**config.mk**
```make
export PLATFORM = sky130hd
export DESIGN_NAME = cplx_rot_acc_flat
export DESIGN_NICKNAME = d
export VERILOG_FILES = /design/src/rtl/cplx_rot_acc_if.sv /design/src/rtl/cplx_rot_acc.sv /design/src/flat_wrapper.sv
export SDC_FILE = /design/constraint.sdc
export NUM_CORES = 1
export LEC_CHECK = 0
export ABC_CLOCK_PERIOD_IN_PS = 5900
export CAP_MARGIN = 0
export CORE_MARGIN = 1
export CORE_UTILIZATION = 30
export DETAILED_ROUTE_END_ITERATION = 12
export PLACE_DENSITY_LB_ADDON = 0.12
export REMOVE_ABC_BUFFERS = 1
export SYNTH_ARGS = -nofsm -noshare
export SYNTH_HDL_FRONTEND = slang
export SYNTH_HIERARCHICAL = 1
export SYNTH_SLANG_ARGS = --single-unit
```
**constraint.sdc**
```tcl
create_clock -name clk -period 5.9 [get_ports clk]
set_clock_uncertainty 0.15 [all_clocks]
set_input_delay 1.18 -clock clk [delete_from_list [all_inputs] [get_ports clk]]
set_output_delay 1.18 -clock clk [all_outputs]
set_load 0.02 [all_outputs]
```
**src/rtl/cplx_rot_acc_if.sv**
```systemverilog
// Command/status bundle for the complex rotate/accumulate engine.
interface cplx_rot_acc_if #(
  parameter int W  = 16,
  parameter int CW = 8
);
  logic          ld;
  logic          st;
  logic [1:0]    mode;
  logic          acc;
  logic [CW-1:0] cnt;
  logic [W-1:0]  xre;
  logic [W-1:0]  xim;
  logic [W-1:0]  qre;
  logic [W-1:0]  qim;
  logic          busy;
  logic          done;
  logic          ovf;

  modport master (output ld, st, mode, acc, cnt, xre, xim,
                  input  qre, qim, busy, done, ovf);
  modport slave  (input  ld, st, mode, acc, cnt, xre, xim,
                  output qre, qim, busy, done, ovf);
endinterface

```
**src/rtl/cplx_rot_acc.sv**
```systemverilog
// Multi-step complex rotate (x j^k) / accumulate engine with start/busy/done handshake.
// Define CPLX_ROT_SAT_EN to saturate overflowing components instead of wrapping.

// Reduces one W+1-bit component to W bits and flags overflow.
module cplx_rot_red #(
  parameter int W = 16
) (
  input  logic [W:0]   v,
  output logic [W-1:0] r,
  output logic         o
);
  always_comb begin
    o = v[W] ^ v[W-1];
    r = v[W-1:0];
`ifdef CPLX_ROT_SAT_EN
    if (o) r = v[W] ? {1'b1, {(W-1){1'b0}}} : {1'b0, {(W-1){1'b1}}};
`endif
  end
endmodule

module cplx_rot_acc #(
  parameter int W  = 16,
  parameter int CW = 8
) (
  input  logic           clk,
  input  logic           rst,
  cplx_rot_acc_if.slave  bus
);
  localparam int NUM_LANES = 2;  // lane 0 = real, lane 1 = imag

  typedef enum logic [1:0] {IDLE, RUN, DONE} state_t;
  state_t state, nxt;

  logic [CW-1:0]        ctr;
  logic [1:0]           mode_s;
  logic                 acc_s;
  logic signed [W-1:0]  xre_s, xim_s, qre_r, qim_r;
  logic                 ovf_r;
  logic                 busy_o, done_o;

  logic signed [W:0]    sre, sim, rre, rim, nre, nim;
  logic [NUM_LANES-1:0][W:0]   wide;
  logic [NUM_LANES-1:0][W-1:0] red;
  logic [NUM_LANES-1:0]        lovf;

  function automatic logic signed [W:0] sx(input logic signed [W-1:0] a);
    return {a[W-1], a};
  endfunction

  // State register
  always_ff @(posedge clk) begin
    if (rst) state <= IDLE;
    else     state <= nxt;
  end

  // Next state
  always_comb begin
    nxt = state;
    case (state)
      IDLE:    if (!bus.ld && bus.st) nxt = (bus.cnt == '0) ? DONE : RUN;
      RUN:     if (ctr == CW'(1)) nxt = DONE;
      DONE:    nxt = IDLE;
      default: nxt = IDLE;
    endcase
  end

  // Outputs decode from registered state only
  always_comb begin
    busy_o = (state == RUN);
    done_o = (state == DONE);
  end

  // One step: rotate source by j^mode at W+1 bits, optionally add to Q
  always_comb begin
    sre = acc_s ? sx(xre_s) : sx(qre_r);
    sim = acc_s ? sx(xim_s) : sx(qim_r);
    case (mode_s)
      2'd0:    begin rre = sre;  rim = sim;  end
      2'd1:    begin rre = -sim; rim = sre;  end
      2'd2:    begin rre = -sre; rim = -sim; end
      default: begin rre = sim;  rim = -sre; end
    endcase
    nre = acc_s ? sx(qre_r) + rre : rre;
    nim = acc_s ? sx(qim_r) + rim : rim;
    wide[0] = nre;
    wide[1] = nim;
  end

  for (genvar l = 0; l < NUM_LANES; l++) begin : g_lane
    cplx_rot_red #(.W(W)) u_red (.v(wide[l]), .r(red[l]), .o(lovf[l]));
  end

  always_ff @(posedge clk) begin
    if (rst) begin
      qre_r  <= '0;
      qim_r  <= '0;
      ovf_r  <= 1'b0;
      ctr    <= '0;
      mode_s <= '0;
      acc_s  <= 1'b0;
      xre_s  <= '0;
      xim_s  <= '0;
    end else begin
      case (state)
        IDLE: begin
          if (bus.ld) begin
            qre_r <= bus.xre;
            qim_r <= bus.xim;
            ovf_r <= 1'b0;
          end else if (bus.st) begin
            mode_s <= bus.mode;
            acc_s  <= bus.acc;
            xre_s  <= bus.xre;
            xim_s  <= bus.xim;
            ctr    <= bus.cnt;
          end
        end
        RUN: begin
          qre_r <= red[0];
          qim_r <= red[1];
          ovf_r <= ovf_r | (|lovf);
          ctr   <= ctr - CW'(1);
        end
        default: ;
      endcase
    end
  end

  assign bus.qre  = qre_r;
  assign bus.qim  = qim_r;
  assign bus.ovf  = ovf_r;
  assign bus.busy = busy_o;
  assign bus.done = done_o;
endmodule

```
**src/flat_wrapper.sv**
```systemverilog
// flat-port wrapper written by rule: the top's interface ports become plain ports
module cplx_rot_acc_flat 
#(
  parameter int W  = 16,
  parameter int CW = 8
)
  (clk, rst, bus_ld, bus_st, bus_mode, bus_acc, bus_cnt, bus_xre, bus_xim, bus_qre, bus_qim, bus_busy, bus_done, bus_ovf);
  cplx_rot_acc_if #(.W(W), .CW(CW)) bus_i ();
  input  logic clk;
  input  logic rst;
  input wire logic [$bits(bus_i.ld)-1:0] bus_ld;
  input wire logic [$bits(bus_i.st)-1:0] bus_st;
  input wire logic [$bits(bus_i.mode)-1:0] bus_mode;
  input wire logic [$bits(bus_i.acc)-1:0] bus_acc;
  input wire logic [$bits(bus_i.cnt)-1:0] bus_cnt;
  input wire logic [$bits(bus_i.xre)-1:0] bus_xre;
  input wire logic [$bits(bus_i.xim)-1:0] bus_xim;
  output wire logic [$bits(bus_i.qre)-1:0] bus_qre;
  output wire logic [$bits(bus_i.qim)-1:0] bus_qim;
  output wire logic [$bits(bus_i.busy)-1:0] bus_busy;
  output wire logic [$bits(bus_i.done)-1:0] bus_done;
  output wire logic [$bits(bus_i.ovf)-1:0] bus_ovf;
  assign bus_i.ld = bus_ld;
  assign bus_i.st = bus_st;
  assign bus_i.mode = bus_mode;
  assign bus_i.acc = bus_acc;
  assign bus_i.cnt = bus_cnt;
  assign bus_i.xre = bus_xre;
  assign bus_i.xim = bus_xim;
  assign bus_qre = bus_i.qre;
  assign bus_qim = bus_i.qim;
  assign bus_busy = bus_i.busy;
  assign bus_done = bus_i.done;
  assign bus_ovf = bus_i.ovf;
  cplx_rot_acc #(.W(W), .CW(CW)) u_core (.clk(clk), .rst(rst), .bus(bus_i));
endmodule
```
==> After elaboration in Yosys (flattened, before gate mapping) <==
Cells that the tools add are included.
{ "word_totals": {"in_bits": 47, "ff_bits": 78} }
{ "op_classes": {"n_eq_ne": 10, "n_reduce_logical": 11, "add_sub_neg": 5, "n_mux": 19, "n_bitwise": 4} }
{ "ops": {"columns": ["operator", "count"], "rows": [
  ["case mux 17 bit (3 select lines)", 2],
  ["2-to-1 mux 17 bit", 4],
  ["case mux 16 bit (2 select lines)", 2],
  ["adder 16 x 17 -> 17 bit", 2],
  ["negation 17 bit", 2],
  ["2-to-1 mux 16 bit", 2],
  ["2-to-1 mux 8 bit", 2],
  ["case mux 8 bit (2 select lines)", 1],
  ["equality test 8 x 1 -> 1 bit, second input constant", 1],
  ["logical NOT 8 bit", 1],
  ["subtractor 8 x 1 -> 8 bit, second input constant", 1],
  ["2-to-1 mux 2 bit", 3],
  ["inequality test 2 bit, second input constant", 3],
  ["AND reduction 3 bit", 2],
  ["equality test 2 x 1 -> 1 bit, second input constant", 2],
  ["equality test 2 bit, second input constant", 2],
  ["logical NOT 2 bit", 2],
  ["inequality test 2 x 1 -> 1 bit, second input constant", 2],
  ["case mux 2 bit (2 select lines)", 1],
  ["AND reduction 2 bit", 2],
  ["case mux 1 bit (2 select lines)", 1],
  ["nonzero test 2 bit", 1],
  ["OR reduction 2 bit", 1],
  ["bitwise XOR 1 bit", 2],
  ["5 further kinds", 5]
]} }

==> Logic depth before layout (Yosys ltp) <==
Gate-level depths: netlist (run 1).
{ "logic_depth": {"word_depth": 9, "depth_mapped": 29, "depth_no_buf": 24} }

==> Modules after synthesis <==
Netlist (run 1), hierarchy kept.
{ "modules_own_cells": {"columns": ["module", "area_each_um2", "seq_area_each_um2", "cells_each", "n_inst"], "rows": [
  ["cplx_rot_acc", 7719.9, 1561.5, 1088, 1],
  ["cplx_rot_red", 128.9, 0.0, 17, 2]
]} }

==> Worst setup path after synthesis (run 1) <==
No wires, ideal clock.
{ "synth_path": {"kind": "register to register", "from": "reg u_core.acc_s", "to": "reg u_core.ovf_r (netlist: u_core/bus.ovf)", "required_time_ns": 5.618, "path_stages_with_launch": 26, "n_path_buf": 5, "setup_time_ns": 0.132, "path_slack_ns": 0.444, "arrival_time_ns": 5.174, "period_less_slack_ns": 5.456, "path_cell_list": "dfxtp_1 -> buf_6 -> buf_2 -> buf_2 -> buf_2 -> buf_1 -> mux2i_1 -> ha_1 -> a21bo_1 -> nor2_1 -> nor2_1 -> mux4_2 -> a211oi_1 -> ha_1 -> a21o_1 -> a21oi_1 -> o21ai_0 -> or4_1 -> a31oi_1 -> xnor2_1 -> mux2_2 -> xor2_1 -> nor2_1 -> nor2_1 -> o21ai_0 -> a21oi_1"} }
{ "synth_via": {"elab_chain_len": 9, "word_cells_on_any_way": 15, "cone_classes": "add/sub: 4; mux: 7; bitwise: 3; reduce/logical: 1"} }
{ "synth_lines": {"columns": ["element", "line_no", "rtl"], "rows": [
  ["start: declaration", "cplx_rot_acc.sv:36", "logic acc_s;"],
  ["start signal: assignment", "cplx_rot_acc.sv:112", "acc_s <= bus.acc;"],
  ["2-to-1 mux 17 bit (on tied branches)", "cplx_rot_acc.sv:75, cplx_rot_acc.sv:76", null],
  ["negation 17 bit (on tied branches)", "cplx_rot_acc.sv:80, cplx_rot_acc.sv:79", null],
  ["case mux 17 bit (3 select lines)", "cplx_rot_acc.sv:77", "case (mode_s)"],
  ["adder 16 x 17 -> 17 bit", "cplx_rot_acc.sv:83", "nre = acc_s ? sx(qre_r) + rre : rre;"],
  ["2-to-1 mux 17 bit (*)", "cplx_rot_acc.sv:83", null],
  ["named net u_core.nre[15]", "cplx_rot_acc.sv:41", "logic signed [W:0] sre, sim, rre, rim, nre, nim;"],
  ["bitwise XOR 1 bit (*)", "cplx_rot_acc.sv:13", "o = v[W] ^ v[W-1];"],
  ["named net u_core.lovf[0]", "cplx_rot_acc.sv:44", "logic [NUM_LANES-1:0] lovf;"],
  ["OR reduction 2 bit (*)", "cplx_rot_acc.sv:121", "ovf_r <= ovf_r | (|lovf);"],
  ["bitwise OR 1 bit (*)", "cplx_rot_acc.sv:121", null],
  ["case mux 1 bit (2 select lines) (*)", "cplx_rot_acc.sv:104", "case (state)"],
  ["end signal: assignment", "cplx_rot_acc.sv:121", null],
  ["end: declaration", "cplx_rot_acc.sv:38", "logic ovf_r;"]
]} }
The timed path passes the listed nets; every way through them passes the cells marked *.
A chain may end at the register's enable or synchronous reset.

==> Final worst setup path (run 1) <==
{ "layout_path": {"from": "reg u_core.acc_s", "to": "reg u_core.ovf_r (netlist: u_core/bus.ovf)"} }
{ "layout_via": {"elab_chain_len": 9, "word_cells_on_any_way": 15, "cone_classes": "add/sub: 4; mux: 7; bitwise: 3; reduce/logical: 1"} }
{ "layout_lines": {"columns": ["element", "line_no", "rtl"], "rows": [
  ["2-to-1 mux 17 bit (on tied branches)", "cplx_rot_acc.sv:75, cplx_rot_acc.sv:76", null],
  ["negation 17 bit (on tied branches)", "cplx_rot_acc.sv:81, cplx_rot_acc.sv:80", null],
  ["case mux 17 bit (3 select lines)", "cplx_rot_acc.sv:77", null],
  ["adder 16 x 17 -> 17 bit", "cplx_rot_acc.sv:84", "nim = acc_s ? sx(qim_r) + rim : rim;"],
  ["2-to-1 mux 17 bit (*)", "cplx_rot_acc.sv:84", null],
  ["named net u_core.nim[16]", "cplx_rot_acc.sv:41", null],
  ["bitwise XOR 1 bit (*)", "cplx_rot_acc.sv:13", null],
  ["named net u_core.lovf[1]", "cplx_rot_acc.sv:44", null],
  ["OR reduction 2 bit (*)", "cplx_rot_acc.sv:121", null],
  ["bitwise OR 1 bit (*)", "cplx_rot_acc.sv:121", null],
  ["case mux 1 bit (2 select lines) (*)", "cplx_rot_acc.sv:104", null]
]} }
Marked as above.

==> summary by stage, run 1 <==
Cells and area
Leaving out filler cells and counting taps, the final layout contains 1,473. The number of fillers in the final layout is 2,779. The multi-input combinational cells in the finished layout cover a total of 5790 um2. The proportion of layout cells with a drive suffix above 1 is 0.0879. In the layout the commonest cells are 179 x nor2_1, 138 x nand2_1, 94 x a21oi_1.

The number of antenna diodes in the final layout is 0. The library cell used most frequently in the layout, excluding fill and tap cells, is nor2_1. Relative to the synthesized area, the layout overhead comes to 15.0%.

Registers take 1570 um2. In the final design database the tool counted 1,219 nets.

Critical path
Grouping stages by cell kind, the critical path spends the most delay in compound AO/OA/AOI/OAI gates. Counting both buffers and inverters, the worst setup path holds a total of 0. The worst register-to-register path ends at u_core/bus.ovf. For the worst flop-to-flop path, the logic depth is 20. The largest single stage delay on the critical path is ~0.57 ns. The worst setup path is captured at a register. The critical path goes through mux2i_1 -> ha_1 -> a21bo_1 -> nor2_1 -> nor2_1 -> mux4_2 -> a211oi_1 -> ha_1 -> o211ai_1 -> o21ba_2 -> o21ai_0 -> o21ai_0 -> nor4_1 -> a311oi_1 -> xor2_1 -> xor2_1 -> nor2_1 -> nor2_1 -> o21ai_0 -> a21oi_1. The slowest library cell on the worst path is dfxtp_4.

The worst flop-to-flop path startpoint is u_core/acc_s. For the worst setup path, the data required time is between 5 and 6 ns. The most repeated library cell on the critical path is nor2_1.

The start-to-end type of the worst setup path is reg -> reg. The maximum fanout along the worst path is 24. The category of the worst setup path launch point is a register. Data arrives at the worst endpoint at between 5 and 6 ns. The worst register-to-register path has a setup slack of 0.51 ns.

Routing
In the routed layout, each cell is associated on average with a via count of 5.42. After detailed routing, the total wire length is 26,900 um. The detailed router finished its first iteration with approximately 600 violations. After detailed routing, the average wire length per cell comes to 18.2 um. The residual DRC count is 0. The number of optimization iterations in the first detailed-route pass is 5.

In this run the remaining antenna-violating nets after routing total 0. Detailed routing inserted a total of approximately 8,000 vias.

Clocking
The root buffer cell is clkbuf_16. The clock transition at the registers of the reported paths is ~0.07 ns. The number of buffers on the longest clock path is 2. The number of levels in the clock H-tree is 3. TritonCTS built the clock tree.

The total CTS buffers is 9. The number of clock sinks is 78. After clock tree synthesis, the repair step resized 0 gates. The later-pin clock latency in the skew report is around 0.35 ns.

STA
The number of slew-limit violations in the final report was 0. Setup repair after global routing left no endpoint under its margin. The final-report hold violation count is 0. The tightest hold path in the finished design has a slack of around 0.31 ns. The pin slew with the least headroom to its limit is between 0.8 and 0.9 ns.

The final critical-path required period is ~5.4 ns. Measured against its own limit, the worst slew margin works out to 0.443. Static timing analysis puts the maximum clock frequency at 0.185 GHz. The count of final setup violators is 0.

The final critical-path share of the clock period is 0.914.

Power and ir drop
The cell area power density is 247 nW/um2. The internal power of the cells totals 1.35 mW. The switching power summed over all nets is 0.920 mW. Of the total power, the share spent switching nets is 0.406.

For this design the static power due to leakage is 3.60 nW. The worst-case IR drop observed on VDD is 0.000113 V. The combinational share of power is 0.474. The power share of the clock group is 0.238. The sequential power share is 0.288.

Logic synthesis
The cell type contributing the most total cell area after synthesis is dfxtp_1. The number of synthesis warnings is 6. For this run, the register share of the synthesized area comes to 0.196.

The synthesized design contains 78 register bits. The predominant post-synthesis flop cell is dfxtp_1. Of the post-synthesis cell area, the dominant cell type holds 0.196. After synthesis the cells add up to 7980 um2. Synthesis produced 1,122 cells. Yosys attributes the largest share of cell area to dfxtp_1 20%, nor2_1 8.4%, nand2_1 6.5%. The mean instance size in the synthesized netlist is 7.11 um2. The count of different cell masters after synthesis is 75. The share of flip-flops with an asynchronous set or reset after synthesis is 0. In this run, synthesis inferred 0 flip-flops with an integrated enable.

Placed design
In this run, placement finished with an instance count of approximately 1,500. The half-perimeter wire length after placement is ~20,000 um. During placement, the flow inserted port buffers numbering 81. The routability-driven placement congestion ratio is roughly 0.85.

Global route
The pin count of the biggest net entering global routing is 65. The number of antenna violations at the first check in global routing is 0. The first global-routing pass estimated about 42,000 um of wire.

The global-route usage over all layers is 0.200. After global routing the overflow that remains totals 0. The number of global-route vias before repair is ~7,300.

Floorplanning
The core area is 26,100 um2. The top-level port count is 82. The die covers 27,200 um2. Measured along the y axis, the die boundary spans 165 um.

After floorplanning, the core was divided into 59 placement rows. The chip width is 165 um. For this configuration, the core starts out at a cell density of 0.306.

Flow run
The max-capacitance violation count is 0.

Run status
The run finished with clean final reports.

Worst hold path
The origin of the worst min-delay path is u_core/xre_s[15]. The hold-critical path depth is 2. The hold path endpoint is u_core/xre_s[15]. The worst hold path belongs to the class reg -> reg.
## worst max path at each step
stage / start / to / slack [ns] / cells past startpoint
after CTS: u_core/acc_s / u_core/bus.ovf / 0.41 / 20
after floorplan: u_core/acc_s / u_core/bus.ovf / -1.47 / 19
final: u_core/acc_s / u_core/bus.ovf / 0.51 / 20
after global placement: u_core/acc_s / u_core/bus.ovf / 0.55 / 20
after detailed placement: u_core/acc_s / u_core/bus.ovf / 0.43 / 20
after global routing: u_core/acc_s / u_core/bus.ovf / 0.1 / 20
## power groups by stage
| stage | sequential [mW] | combinational, mW | clock (mW) |
|---|---|---|---|
| 4_1_cts | 0.655 | 1.07 | 0.558 |
| 3_3_place_gp | 0.667 | 1.06 | 0 |
| 5_1_grt | 0.663 | 1.19 | 0.579 |
| 3_5_place_dp | 0.666 | 1.06 | 0 |
| 6_report | 0.653 | 1.08 | 0.539 |
| 2_1_floorplan | 0.683 | 0.712 | 0 |
## layer usage
| layer | global-route usage | vias up | wire (um) |
|---|---|---|---|
| met2 | 0.311 | 170 | 11700 |
| met4 | 0.0584 | 0 | 458 |
| met1 | 0.288 | 3761 | 13700 |
| met3 | 0.0202 | 24 | 1010 |
| li1 | - | 4033 | - |
| met5 | 0 | - | 0 |
## synth_stat cells, drive strengths merged, types with 7 or more instances
cell type	n
a211oi	19
a21o	17
a21oi	95
a2bb2oi	34
a31oi	9
and3	8
buf	54
clkbuf	54
dfxtp	78
ha	37
inv	22
mux2	25
mux2i	30
mux4	13
nand2	138
nand2b	7
nand3	21
nor2	180
nor3	61
nor3b	8
nor4	12
o21ai	44
o22ai	11
o31ai	10
or3	13
xnor2	20
xor2	19
## layout make-up
| cell class | instances | share of cell area |
|---|---|---|
| Clock inverter | 4 | 0.00246 |
| Inverter | 23 | 0.00941 |
| Timing Repair Buffer | 108 | 0.113 |
| Clock buffer | 12 | 0.0269 |
| Tap cell | 335 | 0.0457 |
| Multi-Input combinational cell | 913 | 0.631 |
| Sequential cell | 78 | 0.171 |
## worst min-delay path: stages, from the launching register on
cell	delay (ns)
dfxtp_1	0.31
nand2_1	0.05
a21oi_1	0.05
## per-stage QoR
stage / setup WS, ns / area, um2 / power (mW) / utilization / TNS (ns)
floorplan: -1.47 / 7430 / 1.40 / - / -13.03
global placement: 0.553 / 8880 / 1.73 / 0.341 / 0
detailed placement: 0.429 / 8880 / 1.73 / 0.341 / 0
CTS: 0.408 / 9150 / 2.28 / 0.351 / 0
global route: 0.0990 / 9170 / 2.43 / 0.352 / 0
finish: 0.507 / 9170 / 2.27 / 0.352 / 0
## what timing repair did
item | in CTS | in global routing
setup endpoints to repair | 0 | 1
hold buffers | 0 | 0
buffers inserted | 0 | 1
## kinds of logic after synthesis
group / after synthesis / synth area share
compound gates: 288 / 0.240
flops: 78 / 0.196
simple gates: 479 / 0.269
xor+xnor: 39 / 0.0428
buf+inv: 131 / 0.0798
fa+ha+maj: 39 / 0.0630
mux: 68 / 0.110
## flip-flops by register name, summed over array words and instances (netlist names)
signal	flops
u_core/bus.qim	16
u_core/state	2
u_core/bus.ovf	1
u_core/bus.qre	16
u_core/ctr	8
u_core/xim_s	16
u_core/mode_s	2
u_core/xre_s	16
u_core/acc_s	1
No activity file was read; power rests on OpenSTA's default activity.
==> run 2, diff against run 1 <==
--- a/config.mk
+++ b/config.mk
@@ -9,6 +9,7 @@
 export CAP_MARGIN = 0
 export CORE_MARGIN = 1
 export CORE_UTILIZATION = 30
+export CTS_CLUSTER_SIZE = 14
 export DETAILED_ROUTE_END_ITERATION = 12
 export PLACE_DENSITY_LB_ADDON = 0.12
 export REMOVE_ABC_BUFFERS = 1
==> results of run 2 <==
The final DEF is identical to that of run 1; final timing and power are the same.
==> run 3, diff against run 2 <==
--- a/config.mk
+++ b/config.mk
@@ -7,10 +7,12 @@
 export LEC_CHECK = 0
 export ABC_CLOCK_PERIOD_IN_PS = 5900
 export CAP_MARGIN = 0
+export CORE_ASPECT_RATIO = 0.6
 export CORE_MARGIN = 1
 export CORE_UTILIZATION = 30
 export CTS_CLUSTER_SIZE = 14
 export DETAILED_ROUTE_END_ITERATION = 12
+export HOLD_SLACK_MARGIN = 0.06
 export PLACE_DENSITY_LB_ADDON = 0.12
 export REMOVE_ABC_BUFFERS = 1
 export SYNTH_ARGS = -nofsm -noshare
==> summary by stage, run 3 (same netlist as run 1, synthesis figures left out) <==
Floorplanning
The top-level port count is 82. The initial cell density of the core is 0.311. The chip width is 213 um.

The die height is 128 um. The die covers 27,300 um2. The core area is 25,700 um2.

The number of placement rows is 45.

Critical path
The start-to-end type of the worst setup path is reg -> reg. Of all nets on the critical path, the largest fanout is 74. The kind of end point of the critical path is a register. STA puts the critical path data arrival time at about 5.5 ns. The category of the worst setup path launch point is a register.

STA puts the critical path data required time at 5.96 ns.

STA
Setup repair after global routing left no endpoint under its margin. The final critical-path required period is 5.45 ns. Setup violations remaining at the end of the flow were counted as 0. For the pin with the worst max-slew slack, the measured transition is just under 1 ns. The final-report hold violation count is 0. The number of slew-limit violations in the final report came to 0. The headroom to the max-slew limit is 0.336.

Of the available clock period, the critical path in the final layout requires 0.923. The highest clock frequency the design can meet is 0.184 GHz. The worst-case setup margin in the final layout is 0.453 ns.

Cells and area
The final instance area is 9240 um2. In the final design database the tool counted 1,217 nets. The filler cells instantiated in the layout total 2,809. Summing all multi-input logic gate instances after layout gives 5790 um2. The area used by sequential logic in the layout is 1570 um2. The count of cells in the finished layout, fillers not included, comes to 1,488. In the layout the commonest cells are 179 x nor2_1, 138 x nand2_1, 94 x a21oi_1. The most common cell after layout, fill and taps aside is nor2_1. 0 antenna diodes ended up in the layout. In the final layout, the share of cells above drive strength 1 is 0.0871. The area growth from synthesis to layout is 15.9%.

Clocking
The number of setup buffers added after CTS is 0. The clock transition at the registers of the reported paths is 0.07 ns. The number of clock sinks is 78. The tree is rooted in a clkbuf_16. The number of levels in the clock H-tree is 3.

Counting the buffers created by CTS gives 9. Once the clock tree was built, the resizer swapped 0 gates to a different size. Hold repair after CTS inserted 0 buffers. At the later pin of the worst-skew pair, clock insertion delay measures roughly 0.37 ns. The CTS tree is done.

No sink is reached through more buffers than the 2 on the longest clock path.

Routing
The residual DRC count is 0. The remaining antenna violation count after routing is 0. After detailed routing, the total wire length is 28,200 um. The detailed-route wire length per cell is 19.0 um. Detailed routing inserted a total of 8,141 vias.

For this run, the detailed router's first-pass iteration total came to 6. The via density per instance is 5.47. In this run, the number of DRC markers left after iteration 0 of detailed routing was around 700.

Placed design
The cell count after placement is 1,472. The total cell area at the placement stage is 8890 um2. The half-perimeter wire length after placement is 20,800 um. Prior to clock tree synthesis, the placed netlist has a worst setup slack of ~0.52 ns.

The routability-driven placement congestion ratio is ~0.87. The count of buffers added on input and output ports is 81.

Power and ir drop
The worst-case IR drop observed on VDD is 0.000110 V. For this design the static power due to leakage is ~3.6 nW. The cell area power density is 263 nW/um2. The total design power is roughly 2.4 mW.

Global route
Entering global routing, the biggest net connects 78 pins. The number of global-route vias before repair is between 7,000 and 8,000. Summed over all layers, the global routing overflow is 0. The number of antenna violations at the first check in global routing is 0. The first-pass GRT wire length is roughly 44,000 um. The global-route usage over all layers is 0.214.

Flow run
The max-capacitance violation count is 0.

Run status
The flow ran to the end, and the final reports show no timing, DRC or antenna violations.

Worst hold path
The path category of the worst min-delay check is reg -> reg.
-- run 3: cell count changes in the layout (fill, tap and decap cells not counted), sizes merged --
cell,change
inv,+1
clkinvlp,-1
bufinv,+3
buf,-2
clkbuf,-3
-- run 3: routing by layer --
| metal | share of wire | GRT usage | up-vias |
|---|---|---|---|
| li1 | - | - | 4026 |
| met1 | 0.57 | 0.365 | 3849 |
| met2 | 0.35 | 0.264 | 256 |
| met3 | 0.071 | 0.0367 | 10 |
| met4 | 0.0063 | 0.0377 | 0 |
| met5 | 0 | 0 | - |
-- run 3: worst paths after layout --
kind	startpoint	end	slack, ns	depth (start not counted)
min	u_core/xim_s[1]	u_core/xim_s[1]	0.33	2
min reg2reg	u_core/xim_s[1]	u_core/xim_s[1]	0.33	2
max reg2reg	u_core/acc_s	u_core/bus.ovf	0.45	21
max	u_core/acc_s	u_core/bus.ovf	0.45	21
-- run 3: area by class of cell --
class,count,share of cell area
multi-input combinational,913,0.626
clock inverter,7,0.0131
inverter,23,0.00934
clock buffer,9,0.0244
tap,352,0.0477
timing repair buffer,106,0.110
sequential,78,0.170
-- run 3: power breakdown --
group	switching (mW)	leakage [nW]	internal, mW	total (mW)
Combinational	0.626	2.82	0.480	1.11
Sequential	0.0798	0.644	0.572	0.652
Clock	0.258	0.170	0.416	0.674
-- run 3: worst max-delay path: stages, from the launching register on --
cell      delay (ns)
dfxtp_4         0.56
buf_16          0.34
nor3b_1         0.36
o22ai_1         0.18
or2_1           0.31
nor3b_1         0.53
nand2_1         0.20
xnor2_1         0.20
a21oi_1         0.08
nor2_1          0.20
ha_1            0.33
inv_1           0.11
o21bai_1        0.10
or4_1           0.44
a31oi_1         0.22
xnor2_1         0.10
mux2_2          0.29
xor2_1          0.17
nor2_1          0.10
nor2_1          0.04
o21ai_0         0.17
a21oi_1         0.08
-- run 3: metrics by stage --
| step | TNS [ns] | utilization | hold slack, ns |
|---|---|---|---|
| after floorplan | -13.03 | - | 0.277 |
| after global placement | 0 | 0.346 | 0.306 |
| after detailed placement | 0 | 0.346 | 0.311 |
| after global routing | 0 | 0.360 | 0.352 |
| after CTS | 0 | 0.360 | 0.325 |
| final | 0 | 0.360 | 0.330 |
